## src/rtl/aes_v2_sub_size.sv

```systemverilog
`default_nettype none
// ============================================================================
// Module   : aes_v2_sub_size
// Purpose  : Lightweight AES SubBytes/ShiftRows instruction unit. Collects
//            one byte per output lane from rs1/rs2 in a ShiftRows pattern,
//            then applies the forward (enc=1) or inverse (enc=0) AES S-box.
//            The S-box is built from GF(2^8) arithmetic, with no lookup ROM.
//            FAST=0 : one shared S-box, one byte per cycle, 4 cycles.
//            FAST=1 : four S-boxes in parallel, result in the same cycle.
// Ports    : clock, reset      - clock, synchronous active-high reset
//            flush, flush_data - restart; flush_data[23:0] preloads bytes
//            valid             - operands valid; held until ready
//            rs1, rs2          - source registers
//            enc               - 1 = forward S-box, 0 = inverse S-box
//            ready             - result valid this cycle
//            result            - substituted word
// Revision : 1.0 - initial release
// ============================================================================
module aes_v2_sub_size #(
  parameter int FAST = 0
) (
  input  logic        clock,
  input  logic        reset,
  input  logic        flush,
  input  logic [31:0] flush_data,
  input  logic        valid,
  input  logic [31:0] rs1,
  input  logic [31:0] rs2,
  input  logic        enc,
  output logic        ready,
  output logic [31:0] result
);

  // GF(2^8) multiply modulo x^8+x^4+x^3+x+1 (0x11b).
  function automatic logic [7:0] gf_mul(input logic [7:0] a, input logic [7:0] b);
    logic [7:0] acc;
    logic [7:0] sh;
    acc = 8'h00;
    sh  = a;
    for (int i = 0; i < 8; i++) begin
      if (b[i]) acc = acc ^ sh;
      sh = {sh[6:0], 1'b0} ^ (sh[7] ? 8'h1b : 8'h00);
    end
    return acc;
  endfunction

  // Multiplicative inverse as x^254. The chain builds x^127 by repeated
  // square-and-multiply, and one more squaring gives x^254. Because 0^254 = 0,
  // inv(0) comes out as 0 with no special case.
  function automatic logic [7:0] gf_inv(input logic [7:0] x);
    logic [7:0] p;
    p = x;
    for (int i = 0; i < 6; i++) begin
      p = gf_mul(gf_mul(p, p), x);
    end
    return gf_mul(p, p);
  endfunction

  function automatic logic [7:0] rotl8(input logic [7:0] x, input int n);
    logic [15:0] d;
    d = {x, x} << n;
    return d[15:8];
  endfunction

  function automatic logic [7:0] affine_fwd(input logic [7:0] x);
    return x ^ rotl8(x, 1) ^ rotl8(x, 2) ^ rotl8(x, 3) ^ rotl8(x, 4) ^ 8'h63;
  endfunction

  function automatic logic [7:0] affine_inv(input logic [7:0] x);
    return rotl8(x, 1) ^ rotl8(x, 3) ^ rotl8(x, 6) ^ 8'h05;
  endfunction

  // One inverter per S-box. The enc mux picks the stage that wraps it: the
  // inverse affine goes in front of the inverter for decrypt, and the forward
  // affine goes after it for encrypt.
  function automatic logic [7:0] sbox(input logic [7:0] x, input logic fwd);
    logic [7:0] pre;
    logic [7:0] inv;
    pre = fwd ? x : affine_inv(x);
    inv = gf_inv(pre);
    return fwd ? affine_fwd(inv) : inv;
  endfunction

  // ShiftRows-style lane gather.
  logic [7:0] lane [4];
  assign lane[0] = rs1[7:0];
  assign lane[1] = rs2[15:8];
  assign lane[2] = rs1[23:16];
  assign lane[3] = rs2[31:24];

  generate
    if (FAST != 0) begin : g_fast
      for (genvar i = 0; i < 4; i++) begin : g_lane
        // Gate the operand so the S-box logic does not toggle while idle.
        assign result[8*i +: 8] = sbox(lane[i] & {8{valid}}, enc);
      end
      assign ready = valid;

      logic unused_fast;
      assign unused_fast = ^{clock, reset, flush, flush_data};
    end else begin : g_seq
      typedef enum logic [1:0] {S0 = 2'd0, S1 = 2'd1, S2 = 2'd2, S3 = 2'd3} state_t;

      state_t     fsm_q;
      logic [7:0] b0_q;
      logic [7:0] b1_q;
      logic [7:0] b2_q;
      logic       ready_q;
      logic [7:0] sel;
      logic [7:0] sub;

      // The FSM state doubles as the lane select for the shared S-box.
      always_comb begin
        sel = lane[fsm_q];
        sub = sbox(sel & {8{valid}}, enc);
      end

      always_ff @(posedge clock) begin
        if (reset) begin
          fsm_q   <= S0;
          b0_q    <= 8'h00;
          b1_q    <= 8'h00;
          b2_q    <= 8'h00;
          ready_q <= 1'b0;
        end else if (flush) begin
          // A valid step in the same cycle is discarded. The bytes are
          // preloaded from flush_data, and bits [31:24] have no register.
          fsm_q              <= S0;
          {b2_q, b1_q, b0_q} <= flush_data[23:0];
          ready_q            <= 1'b0;
        end else if (valid) begin
          case (fsm_q)
            S0: begin
              b0_q  <= sub;
              fsm_q <= S1;
            end
            S1: begin
              b1_q  <= sub;
              fsm_q <= S2;
            end
            S2: begin
              b2_q    <= sub;
              fsm_q   <= S3;
              ready_q <= 1'b1;
            end
            default: begin
              // S3 holds with ready high until the next flush.
              fsm_q <= S3;
            end
          endcase
        end
      end

      assign ready  = ready_q;
      // In S3 the top byte comes straight from the shared S-box on lane 3.
      assign result = {sub, b2_q, b1_q, b0_q};

      logic unused_seq;
      assign unused_seq = ^flush_data[31:24];
    end
  endgenerate

endmodule
`default_nettype wire
```

## config.mk

```make
export PLATFORM = sky130hd
export DESIGN_NAME = aes_v2_sub_size
export DESIGN_NICKNAME = d
export VERILOG_FILES = /design/src/rtl/aes_v2_sub_size.sv
export SDC_FILE = /design/constraint.sdc
export NUM_CORES = 1
export LEC_CHECK = 0
export BUFFER_PORTS_ARGS = -buffer_cell sky130_fd_sc_hd__buf_2
export CORE_UTILIZATION = 45
export CTS_CLUSTER_DIAMETER = 40
export DETAILED_ROUTE_END_ITERATION = 12
export MAX_ROUTING_LAYER = met4
export SYNTH_ARGS = -nofsm -noshare
export SYNTH_HDL_FRONTEND = slang
export SYNTH_SLANG_ARGS = --single-unit
```

## constraint.sdc

```tcl
create_clock -name clock -period 57.1 [get_ports clock]
set_input_delay 8.565 -clock clock [delete_from_list [all_inputs] [get_ports clock]]
set_output_delay 8.565 -clock clock [all_outputs]
set_load 0.05 [all_outputs]
```

Word-level counts from Yosys, hierarchy flattened

Index checks and enable logic that the tools add are counted.

Order comparisons: 1
Equal/unequal tests: 2
Muxes and demuxes: 210
Bitwise gates (word level): 192
Reduce and logical (&&, ||, !) cells: 10

Operator list:

| operator           | number |
|---|---|
| $mux 8             | 117 |
| $xor 8x8->8        | 97 |
| $xor 8x5->8        | 91 |
| $mux 5             | 91 |
| $bmux 8 s2         | 1 |
| $and 8x8->8        | 1 |
| $reduce_and 2->1   | 4 |
| $reduce_bool 2->1  | 4 |
| $not 4->4          | 1 |
| $pmux 2 s2         | 1 |
| $ge 3x3->1 const B | 1 |
| $not 2->3          | 1 |
| $eq 2x1->1 const B | 1 |
| $eq 2x2->1 const B | 1 |
| $logic_not 2->1    | 1 |
| $not 2->2          | 1 |
| $reduce_or 2->1    | 1 |

Flip-flop bits (word level): 27
Bits of input ports: 101
Output and inout port bits: 33
Word-level logic and storage cells: 420

Longest topological paths before layout

Depth after elaboration: 226
Gate-level depth with buffers: 102
Depth with buffers taken out: 87

Worst setup path after synthesis

OpenSTA, ideal clock, no wires.

Path kind: input-to-output
Start point: in rs2[29]
End point: out result[25]
Arrival time: 31.578 ns
Required time: 48.535 ns
Setup slack: 16.957 ns
Stages: 92
Path buffers: 15
Path through: mux4_2 -> buf_2 -> xor3_1 -> a22o_1 -> buf_2 -> inv_2 -> buf_2 -> clkbuf_1 -> buf_1 -> clkbuf_1 -> clkbuf_1 -> ha_1 -> inv_1 -> nand3_1 -> and3_1 -> o21ai_1 -> xnor2_2 -> xnor3_1 -> [56 not listed] -> nand2_1 -> xor2_4 -> xor2_1 -> a211o_1 -> nand3_1 -> xnor2_1 -> xnor3_1 -> buf_2 -> inv_1 -> ha_1 -> xnor3_1 -> nor2b_1 -> xnor2_2 -> xor2_1 -> xnor2_1 -> xnor2_1 -> nand2_1 -> xnor2_1

Cells in the longest elaborated chain, start to end: 215
Elaborated cells between the ends (all ways): 389
Those cells by class: mux: 198; bitwise: 191

RTL lines:

| what                                         | RTL line | source |
|---|---|---|
| start, declared                              | 28       | `input logic [31:0] rs2,` |
| $bmux 8 s2 *                                 | 114      | `sel = lane[fsm_q];` |
| $mux 8 (implied by the code) * (2 in series) | 114      |  |
| $and 8x8->8 *                                | 115      | `sub = sbox(sel & {8{valid}}, enc);` |
| $xor 8x8->8 (2 in series)                    | 70       | `return rotl8(x, 1) ^ rotl8(x, 3) ^ rotl8(x, 6) ^ 8'h05;` |
| $not 2->2 (no source line)                   | n/a      |  |
| $mux 8 *                                     | 79       | `pre = fwd ? x : affine_inv(x);` |
| $mux 8                                       | 41       | `if (b[i]) acc = acc ^ sh;` |
| $xor 8x8->8                                  | 41       |  |
| [194 not listed]                             | n/a      |  |
| $mux 8                                       | 41       |  |
| $xor 8x8->8                                  | 41       |  |
| $mux 8                                       | 41       |  |
| $xor 8x8->8                                  | 41       |  |
| $mux 8 *                                     | 41       |  |
| $xor 8x8->8 (4 in series)                    | 66       | `return x ^ rotl8(x, 1) ^ rotl8(x, 2) ^ rotl8(x, 3) ^ rotl8(x, 4) ^ 8'h63;` |
| $not 4->4 (no source line)                   | n/a      |  |
| $mux 8 *                                     | 81       | `return fwd ? affine_fwd(inv) : inv;` |
| end, declared                                | 31       | `output logic [31:0] result` |

Mark *: on every way between the ends. The rest lies on a longest branch, timed or not. The select of a mux whose other input is x is not followed.

Final worst setup path

Start point: in valid
End point: out result[25]

Cells in the longest elaborated chain, start to end: 212
Elaborated cells between the ends (all ways): 388
Those cells by class: mux: 197; bitwise: 191

RTL lines:

| what                       | RTL line | source |
|---|---|---|
| start, declared            | 26       | `input logic valid,` |
| $and 8x8->8 *              | 115      |  |
| $xor 8x8->8 (2 in series)  | 70       |  |
| $not 2->2 (no source line) | n/a      |  |
| $mux 8 *                   | 79       |  |
| $mux 8                     | 41       |  |
| $xor 8x8->8                | 41       |  |
| $mux 8                     | 41       |  |
| $xor 8x8->8                | 41       |  |
| [192 not listed]           | n/a      |  |
| $mux 8                     | 41       |  |
| $xor 8x8->8                | 41       |  |
| $mux 8                     | 41       |  |
| $xor 8x8->8                | 41       |  |
| $mux 8 *                   | 41       |  |
| $xor 8x8->8 (4 in series)  | 66       |  |
| $not 4->4 (no source line) | n/a      |  |
| $mux 8 *                   | 81       |  |

Mark *: on every way between the ends. The rest lies on a longest branch, timed or not.

==> results.cfg <==
[status]
status = completed

[sta]
timing.final.crit_share = 0.786
clock_skew_ns = 0.00300
hold_violations = 0
fmax_mhz = 22.3
finalSetupTns_ns = 0
post-route-min-period_ns = 44.89
setup_viol_count_final = 0
slew_headroom = 0.180
rsz0062_at_grt = no
slew_viol_final = 0
tightest_slew_ns = 1.22

[clock_network]
hold_buffers = 0
cts_buffers = 3
clkSinkCount = 27
htreeDepth = 1
cts_setup_buffers = 0
clk_latency_ns = 0.26
cts-root-buf = clkbuf_16
cts_resized = 0
clk_pin_slew_worst_paths_ns = 0.07
ctsLongestPathBuffers = 2
cts_tree = yes

[placement]
gp_congestion = 0.858
dp_hpwl_um = 32000
port_buffers = 93

[synthesis]
synth_area_sq_um = 16000
syn_area_per_cell_sq_um = 8.12
synth_warnings = 0
synthAdderAreaFrac = 0.00546
synth_compound_area_frac = 0.163
muxShareOfSynthArea = 0.0519
seq_area_frac_synth = 0.0337
ys_async_sr_fraction = 0
synth-xor-area-share = 0.503
synth_top_family_by_area = XOR/XNOR gates
synthSimpleGateAreaFrac = 0.187
synthDistinctLibCells = 105
synth_nets = 2084
synth_edf_count = 0
syn_inst = 1976
synth.ff_latch_count = 27
synth_ff_type = dfxtp_1

[drt]
wl_per_cell_um = 19.2
vias = 14000
first_pass_iters = 6
drt_wl_total_um = 46300
drtAntennaViolNets = 0
viasPerCell = 5.84
drc = 0
drtIter0Drc = 1273

[global_route]
grt_overflow = 0
track_usage = 0.258
grt_pass1_wl_um = 74000
grt_pass1_vias = 13300
antenna_found_initial = 0
grt_max_degree = 61

[finish]
final_nets = 2059
fill_cells = 3417
antenna_cells = 0
multi_input_area_sq_um = 14700
areaGrowthSynthToFinish_pct = 3.75
seqCellArea_sq_um = 541
drive_above_1_share = 0.144

[die]
rows = 68
ios = 134
start_util = 0.461
fp.coreArea_sq_um = 34800
die_h_um = 191
die-area_sq_um = 36400
fp.dieW_um = 191

[worst_hold_path]
min_path_cells = 2
hold_start = ready
min_to = ready
min_path_type = register to register

[worst_setup_path]
crit_path_start_kind = primary input
r2r_end = g_seq.b1_q[1]
cp_max_fo = 37
r2r_setup_slack_ns = 29.06
critPathMaxStageDelay_ns = 0.91
cp-end-kind = output pin
critPathKind = primary input to output pin
reg2reg_from = g_seq.fsm_q[0]
worstPathRequired_ns = 48.53
rr_worst_depth = 81
crit_slowest_cell = xnor3_1
cp.arrival_ns = 36.33

[job]
drv_cap = 0
[kinds of logic (layout without fill, tap and decap cells)]
group | count (synthesis) | after routing
AND/OR/NAND/NOR | 669 | 669
XOR/XNOR | 641 | 641
AO/OA/AOI/OAI | 376 | 376
buffers and inverters | 184 | 158
multiplexers | 72 | 72
flip-flops | 27 | 27
adder cells (fa/ha/maj) | 7 | 7
[worst max path at each step]
stage	startpoint	end	slack, ns	depth (start not counted)
floorplan	rs2[29]	result[25]	16.96	92
global placement	valid	result[25]	12.92	80
detailed placement	valid	result[25]	12.70	80
CTS	valid	result[25]	12.59	80
global route	valid	result[25]	10.34	82
finish	valid	result[25]	12.21	80
[state kept, by name, indices dropped and copies added (netlist names)]
name,flops
g_seq.b0_q,8
g_seq.b1_q,8
g_seq.b2_q,8
g_seq.fsm_q,2
ready,1
[area by class of cell]
class,instances,share of cell area
flip-flops and latches,27,0.0325
repair buffers,123,0.0415
multi-input cells,1765,0.880
inverters,31,0.00699
well taps,455,0.0342
clock buffers,4,0.00474
[cells in the final DEF, fill, tap and decap left out, drive strengths merged, types with 22 or more instances in the layout]
cell,n
xnor2,354
nor2,240
nand2,223
xor2,157
buf,123
xnor3,114
a21oi,98
o21ai,93
nor3,60
mux2i,57
nand3,41
dfxtp,27
inv,27
a22oi,23
o22ai,22
[critical path, delay by kind of cell]
| family | cells | cell delay [ns] |
|---|---|---|
| compound gates | 14 | 3.59 |
| xor+xnor | 38 | 16.42 |
| fa+ha+maj | 6 | 2.58 |
| buf+inv | 11 | 3.28 |
| mux | 1 | 0.14 |
| simple gates | 10 | 1.68 |
[layer usage]
| metal | wire length [um] | global-route usage |
|---|---|---|
| met3 | 3040 | 0.0206 |
| met2 | 21200 | 0.417 |
| met5 | 0 | - |
| met1 | 21400 | 0.356 |
| met4 | 619 | 0.0409 |
[synth_stat cells, drive strengths merged, types with 11 or more instances]
| master | count | area, sq um |
|---|---|---|
| a311oi | 12 | 118 |
| nor3 | 60 | 312 |
| o211ai | 13 | 97.6 |
| o22ai | 22 | 144 |
| inv | 27 | 101 |
| o21ai | 93 | 495 |
| buf | 81 | 505 |
| xnor2 | 354 | 3470 |
| mux2i | 57 | 571 |
| xor2 | 157 | 1620 |
| a21oi | 98 | 543 |
| nor2b | 18 | 113 |
| nand3 | 41 | 205 |
| xor3 | 16 | 390 |
| dfxtp | 27 | 541 |
| a21o | 11 | 82.6 |
| clkbuf | 72 | 270 |
| nand2 | 223 | 840 |
| xnor3 | 114 | 2590 |
| nor4 | 11 | 83.8 |
| and2 | 19 | 121 |
| nor2 | 240 | 918 |
| a22oi | 23 | 173 |
| o221ai | 14 | 129 |
| a221oi | 12 | 130 |
[per-stage QoR]
stage	setup WS, ns	util	std cells	instance area, sq um	hold WS, ns
finish	12.21	0.478	2405	16600	0.491
global route	10.34	0.478	2405	16600	0.510
CTS	12.59	0.478	2405	16600	0.494
detailed placement	12.70	0.476	2401	16600	0.481
global placement	12.92	0.476	2401	16600	0.476
floorplan	16.96	-	1976	16000	0.680
Power is left out: the tool's default activity adds up to more than one toggle a clock period on the data nets, which glitch-free logic cannot reach.
